===== src/rtl/key_pkg.sv =====
// Shared constants and state type for the key conditioning slice.
// Bit map: SD SU MD MU HD HU EXPORT LEAD CS.
package key_pkg;
  localparam int N_KEYS = 9;
  localparam int K_SD = 0;
  localparam int K_SU = 1;
  localparam int K_MD = 2;
  localparam int K_MU = 3;
  localparam int K_HD = 4;
  localparam int K_HU = 5;
  localparam int K_EXPORT = 6;
  localparam int K_LEAD = 7;
  localparam int K_CS = 8;

  typedef enum logic [1:0] {
    IDLE,
    HELD,
    REPEAT
  } key_state_t;
endpackage


===== src/rtl/key_channel.sv =====
// One key: 2-flop sync, debounce, press/release pulses, auto-repeat.
// The FSM reacts to the debounce decision made on the same edge.
module key_channel
  import key_pkg::*;
#(
  parameter int DB_CYCLES = 200,
  parameter int REPEAT_DELAY = 5000,
  parameter int REPEAT_PERIOD = 1000,
  parameter bit RPT_EN = 1'b1
) (
  input  logic clk,
  input  logic rst_n,
  input  logic raw,
  output logic level,
  output logic pulse,
  output logic rel
);
  localparam int DW = $clog2(DB_CYCLES + 1);
  localparam int RW = $clog2(REPEAT_DELAY + 1);

  logic s1, s2;
  logic [DW-1:0] db_cnt, db_nx;
  logic [RW-1:0] rc, rc_nx;
  key_state_t state, state_nx;
  logic level_nx, pulse_nx, rel_nx;
  logic accept, rise, fall;

  always_ff @(posedge clk) begin
    if (!rst_n) begin
      s1 <= 1'b0;
      s2 <= 1'b0;
      level <= 1'b0;
      db_cnt <= '0;
      state <= IDLE;
      rc <= '0;
      pulse <= 1'b0;
      rel <= 1'b0;
    end else begin
      s1 <= raw;
      s2 <= s1;
      level <= level_nx;
      db_cnt <= db_nx;
      state <= state_nx;
      rc <= rc_nx;
      pulse <= pulse_nx;
      rel <= rel_nx;
    end
  end

  always_comb begin
    accept = (s2 != level) && (db_cnt == DW'(DB_CYCLES - 1));
    rise = accept & s2;
    fall = accept & ~s2;
    level_nx = accept ? s2 : level;
    if ((s2 == level) || accept) db_nx = '0;
    else db_nx = db_cnt + DW'(1);
  end

  // Release wins over any repeat due on the same edge.
  always_comb begin
    state_nx = state;
    rc_nx = rc;
    pulse_nx = 1'b0;
    rel_nx = 1'b0;
    if (fall) begin
      state_nx = IDLE;
      rc_nx = '0;
      rel_nx = 1'b1;
    end else begin
      unique case (state)
        IDLE: begin
          if (rise) begin
            state_nx = HELD;
            rc_nx = '0;
            pulse_nx = 1'b1;
          end
        end
        HELD: begin
          if (RPT_EN && rc == RW'(REPEAT_DELAY - 1)) begin
            state_nx = REPEAT;
            rc_nx = '0;
            pulse_nx = 1'b1;
          end else if (rc != RW'(REPEAT_DELAY)) begin
            rc_nx = rc + RW'(1);
          end
        end
        REPEAT: begin
          if (rc == RW'(REPEAT_PERIOD - 1)) begin
            rc_nx = '0;
            pulse_nx = 1'b1;
          end else begin
            rc_nx = rc + RW'(1);
          end
        end
        default: state_nx = IDLE;
      endcase
    end
  end
endmodule


===== src/rtl/key_conditioner.sv =====
// Nine-key conditioner: per-key channels plus pair conflict masking.
// Paired up/down keys both held suppress each other's pulses.
module key_conditioner
  import key_pkg::*;
#(
  parameter int DB_CYCLES = 200,
  parameter int REPEAT_DELAY = 5000,
  parameter int REPEAT_PERIOD = 1000,
  parameter logic [N_KEYS-1:0] REPEAT_MASK = 9'b000111111
) (
  input  logic CP,
  input  logic CR,
  input  logic [N_KEYS-1:0] KEY_IN,
  output logic [N_KEYS-1:0] KEY_LEVEL,
  output logic [N_KEYS-1:0] KEY_PULSE,
  output logic [N_KEYS-1:0] KEY_RELEASE
);
  logic [N_KEYS-1:0] pulse_raw;
  logic [N_KEYS-1:0] sup;

  for (genvar i = 0; i < N_KEYS; i++) begin : g_ch
    key_channel #(
      .DB_CYCLES(DB_CYCLES),
      .REPEAT_DELAY(REPEAT_DELAY),
      .REPEAT_PERIOD(REPEAT_PERIOD),
      .RPT_EN(REPEAT_MASK[i])
    ) u_ch (
      .clk(CP),
      .rst_n(CR),
      .raw(KEY_IN[i]),
      .level(KEY_LEVEL[i]),
      .pulse(pulse_raw[i]),
      .rel(KEY_RELEASE[i])
    );
  end

  always_comb begin
    sup = '0;
    if (KEY_LEVEL[K_SD] & KEY_LEVEL[K_SU]) begin
      sup[K_SD] = 1'b1;
      sup[K_SU] = 1'b1;
    end
    if (KEY_LEVEL[K_MD] & KEY_LEVEL[K_MU]) begin
      sup[K_MD] = 1'b1;
      sup[K_MU] = 1'b1;
    end
    if (KEY_LEVEL[K_HD] & KEY_LEVEL[K_HU]) begin
      sup[K_HD] = 1'b1;
      sup[K_HU] = 1'b1;
    end
  end

  assign KEY_PULSE = pulse_raw & ~sup;
endmodule

===== config.mk =====
export PLATFORM = sky130hd
export DESIGN_NAME = key_conditioner
export DESIGN_NICKNAME = d
export VERILOG_FILES = /design/src/rtl/key_pkg.sv /design/src/rtl/key_channel.sv /design/src/rtl/key_conditioner.sv
export SDC_FILE = /design/constraint.sdc
export NUM_CORES = 1
export LEC_CHECK = 0
export ABC_CLOCK_PERIOD_IN_PS = 2900
export CORE_MARGIN = 8
export CORE_UTILIZATION = 61
export DETAILED_ROUTE_END_ITERATION = 6
export PLACE_DENSITY = 0.8
export SLEW_MARGIN = 20
export SYNTH_ARGS = -nofsm -noshare
export SYNTH_HDL_FRONTEND = slang
export SYNTH_SLANG_ARGS = --single-unit

===== constraint.sdc =====
create_clock -name CP -period 2.9 [get_ports CP]
set_clock_uncertainty 0.15 [all_clocks]
set_input_delay 0.435 -clock CP [delete_from_list [all_inputs] [get_ports CP]]
set_output_delay 0.435 -clock CP [all_outputs]
set_load 0.005 [all_outputs]

# Word level (Yosys, flattened, before mapping)

Cells that the tools add are included.

Flip-flop bits (word level): 252
Input bits: 11
Logic and storage cells: 411
Output and inout port bits: 27

$add $sub $neg: 18
Eq/ne operators: 93
Bitwise logic cells: 42
Multiplexer cells: 111
Reduce and logical (&&, ||, !) cells: 75

Operators by type and width:

| cell                                                                     | number |
|---|---|
| 13-bit 2-to-1 mux                                                        | 33 |
| 13-bit one-hot mux with 3 select lines                                   | 9 |
| 13-bit by 1-bit adder with 13-bit output (second input constant)         | 9 |
| 13-bit by 10-bit == test with 1-bit output (second input constant)       | 9 |
| 13-bit inequality test (second input constant)                           | 9 |
| 13-bit == test (second input constant)                                   | 6 |
| 8-bit by 1-bit adder with 8-bit output (second input constant)           | 9 |
| 8-bit == test (second input constant)                                    | 9 |
| 3-bit AND reduction                                                      | 15 |
| 2-bit OR reduction                                                       | 21 |
| 2-bit 2-to-1 mux                                                         | 18 |
| 2-bit by 1-bit inequality test with 1-bit output (second input constant) | 18 |
| 2-bit one-hot mux with 3 select lines                                    | 6 |
| 1-bit 2-to-1 mux                                                         | 33 |
| 3-bit nonzero test                                                       | 9 |
| 1-bit AND                                                                | 21 |
| 1-bit NOT                                                                | 19 |
| 2-bit by 1-bit == test with 1-bit output (second input constant)         | 9 |
| 2-bit == test (second input constant)                                    | 9 |
| 2-bit logical NOT                                                        | 9 |
| 3-bit by 1-bit inequality test with 1-bit output (second input constant) | 6 |
| 1-bit one-hot mux with 3 select lines                                    | 6 |
| 2-bit one-hot mux with 2 select lines                                    | 3 |
| 9-bit AND                                                                | 1 |
| other kinds (7)                                                          | 43 |

# Depth between registers and ports, before layout

Depth in word-level cells: 5
Mapped depth: 9
Depth with buffers taken out: 8

# By module

A second synthesis with hierarchy kept.

Cells, all modules: 1193
Area, all modules: 11222.0 um^2

By module, submodules not included:

| module                         | sequential area each (um^2) | instances | cells each | area an instance (um^2) |
|---|---|---|---|---|
| key_channel (g_ch[0].u_ch ...) | 560.5                       | 5         | 166        | 1572.8 |
| key_channel (g_ch[5].u_ch)     | 560.5                       | 1         | 166        | 1517.7 |
| key_channel (g_ch[6].u_ch ...) | 280.3                       | 2         | 63         | 596.8 |
| key_channel (g_ch[8].u_ch)     | 280.3                       | 1         | 62         | 579.3 |
| key_conditioner                | 0.0                         | 1         | 9          | 67.6 |

# Worst setup path before layout

No wires, ideal clock.

Path type: reg2reg
From: register g_ch[5].u_ch.rc[0]
To: register g_ch[5].u_ch.rc[1]
Setup slack: 0.635 ns
Required time: 2.633 ns
Arrival: 1.998 ns
Clock period less this slack: 2.265 ns
Buffers on the path: 0
Library setup time: 0.117 ns
Stages on the path, launching flop included: 7
Path through: dfxtp_1 -> ha_1 -> nand3b_1 -> nor4b_1 -> a2bb2oi_4 -> nor2_1 -> a32o_1

Word-level cells in the longest chain between the ends: 4
Elaborated cells between the ends (all ways): 10
Classes of those cells: add/sub: 1; eq/ne: 4; mux: 4; reduce/logical: 1

Ends and longest elaborated chain:

| element                                  | RTL line                             | text |
|---|---|---|
| start: declaration                       | key_channel.sv:23                    | `logic [RW-1:0] rc, rc_nx;` |
| start signal: assignment                 | key_channel.sv:44                    | `rc <= rc_nx;` |
| 13-bit by 1-bit adder with 13-bit output | key_channel.sv:84, key_channel.sv:92 |  |
| 13-bit 2-to-1 mux                        | key_channel.sv:83                    | `end else if (rc != RW'(REPEAT_DELAY)) begin` |
| 13-bit 2-to-1 mux                        | key_channel.sv:79                    | `if (RPT_EN && rc == RW'(REPEAT_DELAY - 1)) begin` |
| 13-bit one-hot mux with 3 select lines   | key_channel.sv:70                    | `unique case (state)` |

Several ways; a longest one is shown, not always the timed one. The select of a mux whose other input is x is not followed.
A chain may end at the register's enable or synchronous reset.

# Worst setup path after layout

From: register g_ch[1].u_ch.rc[10]
To: register g_ch[1].u_ch.rc[9]

Word-level cells in the longest chain between the ends: 3
Elaborated cells between the ends (all ways): 8
Classes of those cells: eq/ne: 4; mux: 3; reduce/logical: 1

Ends and longest elaborated chain:

| element                                                                                  | RTL line |
|---|---|
| start: declaration                                                                       | key_channel.sv:23 |
| start signal: assignment                                                                 | key_channel.sv:44 |
| 13-bit inequality test, or another cell as far along                                     | key_channel.sv:83 |
| 3-bit by 1-bit inequality test with 1-bit output (no line), or another cell as far along | -- |
| 3-bit AND reduction (no line) or 13-bit one-hot mux with 3 select lines (tied branches)  | -- |

Several ways; a longest one is shown, not always the timed one.

==> out/results.txt <==
Detail Placement HPWL -> 14.33 mm
area grow syn2layout -> 12.85%
die area -> 0.02113 sq mm
via count -> 8210
Post-Syn Area -> 0.01021 sq mm
Post-synth EDFFs -> 0
total global-route track usage -> 19.32%
max-slew violation count -> 0
DRT Pass-1 Iters -> 5
cells after synthesis -> 1178
first-pass GRT wire length -> 35.91 mm
Post-CTS Resized -> 0
Tightest Pin Transition -> 0.9863 ns
CP arrival -> 2.79 ns
num ports -> 38
latest clock arrival within the worst-skew pair -> 0.50 ns
Post-CTS Setup Bufs -> 0
number of distinct library cells after synthesis -> 83
clock root buffer -> clkbuf_16
CTS buffer count -> 23
Nets -> 1268
Critical Path Fanout Max -> 12
final hold slack -> 0.2824 ns
commonest cells after routing, fill and taps aside -> dfxtp_1 (210), nor2_1 (139), inv_1 (73), nand2_1 (71), nand3_1 (70)
Area contributors post-synth -> dfxtp_1 (41%), ha_1 (5.8%), nor2_1 (5.1%)
Iter 0 DRT Violations -> 340
layout cells sized above 1 -> 7.592%
worst setup path class -> reg2reg
drt drc -> 0
Worst IR Drop VDD -> 0.4171 mV
Routability Congestion -> 0.8615
drt wl/cell -> 14.29 um
RSZ-0062 raised after global routing -> no
Hold Fails Final Rpt -> 0
max incr delay on CP -> 0.58 ns
Place WS -> 0.2404 ns
Post-synth ARST share -> 0%
pwr dens -> 532.7 mW/mm^2
Port Buffers -> 37
Die Y -> 145.4 um
required time worst endpoint -> 3.12 ns
largest net degree at the start of global routing -> 17
hold_buf cts -> 0
HP Class -> reg2reg
vias in the first global route -> 7880
clock sinks -> 210
Setup WS post-layout -> 0.3294 ns
number of vias per cell -> 5.682
commonest non-fill, non-tap cell in the layout -> dfxtp_1
CTS tree -> yes
grt total ovfl -> 0
Seq cells post-synth -> 210
Most used DFF post-synth -> dfxtp_1
H-tree depth -> 1
ANT cells -> 0
Ys Warns -> 0
Final ANT Viol Nets -> 0
clk buf depth -> 3
antenna violations before repair -> 0
total core area -> 0.01647 sq mm
row cnt -> 47
Crit-path slowest cell -> or4bb_1
Net Count, Synth -> 1236
FMAX -> 0.3890 GHz
status -> complete, no violations
Tmin final -> 2.571 ns
Sum Neg Setup Slack -> 0 ns
cell taking the most area after synthesis -> dfxtp_1
Seq/Total Area, Yosys -> 41.19%
Slew HR -> 33.64%
Avg Cell Area, Syn -> 8.665 sq um
CP cell instances -> or4bb_1 > nor4_1 > o22a_1 > nor2_2 > nand2_1 > o21ai_0
leak pwr -> 4.201 nW
fin crit share -> 88.64%
clock slew at reported path FFs -> 0.06 ns
startpoint types -> flip-flop
MaxCap Viol Count -> 0
final wirelength -> 20.65 mm
Die W -> 145.4 um
starting density of the core -> 61.99%
final setup fails -> 0
top cell type's share of synthesized area -> 41.19%
Crit. End Element -> flip-flop
-- layout make-up --
class                           count  area [sq um]
Multi-Input combinational cell    843          5429
Sequential cell                   210          4204
Fill cell                        1273          4947
Timing Repair Buffer               58         528.0
Inverter                           74         277.8
Tap cell                          220         275.3
Clock inverter                      9         148.9
Clock buffer                       31         655.6
-- routing by layer --
metal	GRT usage [%]	up-vias	wire, um
met2	33.57	132	9843
met1	23.98	3858	9602
met3	3.109	34	801
li1	-	4186	-
met4	6.247	0	399
met5	0	-	0
-- sequential cells by signal (all words and copies together), names as in the netlist --
register and count:
g_ch.u_ch.rel 9, g_ch.u_ch.pulse 9, g_ch.u_ch.s1 9, g_ch.u_ch.rc 78
g_ch.u_ch.state 15, g_ch.u_ch.level 9, g_ch.u_ch.db_cnt 72, g_ch.u_ch.s2 9
-- cells in the mapped netlist, drive strengths merged (4+ instances only) --
library cell / number
and3b: 5
nor3: 27
nor2: 141
inv: 73
or2: 15
a41oi: 6
nor3b: 10
o211ai: 7
a21boi: 6
a22oi: 6
nand2: 72
mux2i: 12
and3: 47
xnor2: 17
clkbuf: 19
a21oi: 31
o21ai: 51
nand2b: 11
dfxtp: 210
or3: 6
nand4: 26
nor4: 7
a32o: 4
o41ai: 4
o31ai: 20
ha: 47
and2: 30
xor2: 51
a31oi: 14
nand3: 71
a21o: 6
nand3b: 4
nor2b: 16
nor4b: 9
o22ai: 14
buf: 32
-- final timing paths --
kind	start	to	slack [ns]	depth (start not counted)
worst min-delay path	g_ch[3].u_ch.s1$_SDFF_PN0_	g_ch[3].u_ch.s2$_SDFF_PN0_	0.28	1
worst max register to register	g_ch[1].u_ch.rc[10]$_SDFFE_PP0P_	g_ch[1].u_ch.rc[9]$_SDFFE_PP0P_	0.33	6
worst max-delay path	g_ch[1].u_ch.rc[10]$_SDFFE_PP0P_	g_ch[1].u_ch.rc[9]$_SDFFE_PP0P_	0.33	6
worst min register to register	g_ch[3].u_ch.s1$_SDFF_PN0_	g_ch[3].u_ch.s2$_SDFF_PN0_	0.28	1
-- worst max-delay path, delay by kind of cell, from the launching register on --
kind	cells	cell delay, ns
and+or+nand+nor	4	1.44
AOI/OAI and AO/OA	2	0.50
DFF	1	0.35
-- cells by family (layout without fill, tap and decap cells) --
kind of cell	after synthesis	in the layout	synth area share, %
simple gates	515	515	26.61
flops	210	210	41.19
compound gates	201	201	13.80
buf+inv	125	172	5.626
xor+xnor	68	68	5.835
fa+ha+maj	47	47	5.761
mux	12	12	1.177
-- power by group --
| part | switching [mW] | internal [mW] | leakage, nW |
|---|---|---|---|
| Clock | 1.13 | 1.93 | 0.400 |
| Sequential | 0.0121 | 2.90 | 1.70 |
| Combinational | 0.0940 | 0.0616 | 2.11 |
-- metrics by stage --
stage          cells  total power, mW  util (%)  area [sq um]
2_1_floorplan   1178            3.082         -         10210
3_3_place_gp    1405            3.129     65.07         10710
3_5_place_dp    1405            3.132     65.07         10710
4_1_cts         1445            6.196     69.95         11520
5_1_grt         1445            6.347     69.95         11520
6_report        1445            6.136     69.95         11520
(Power assumes the default switching activity.)
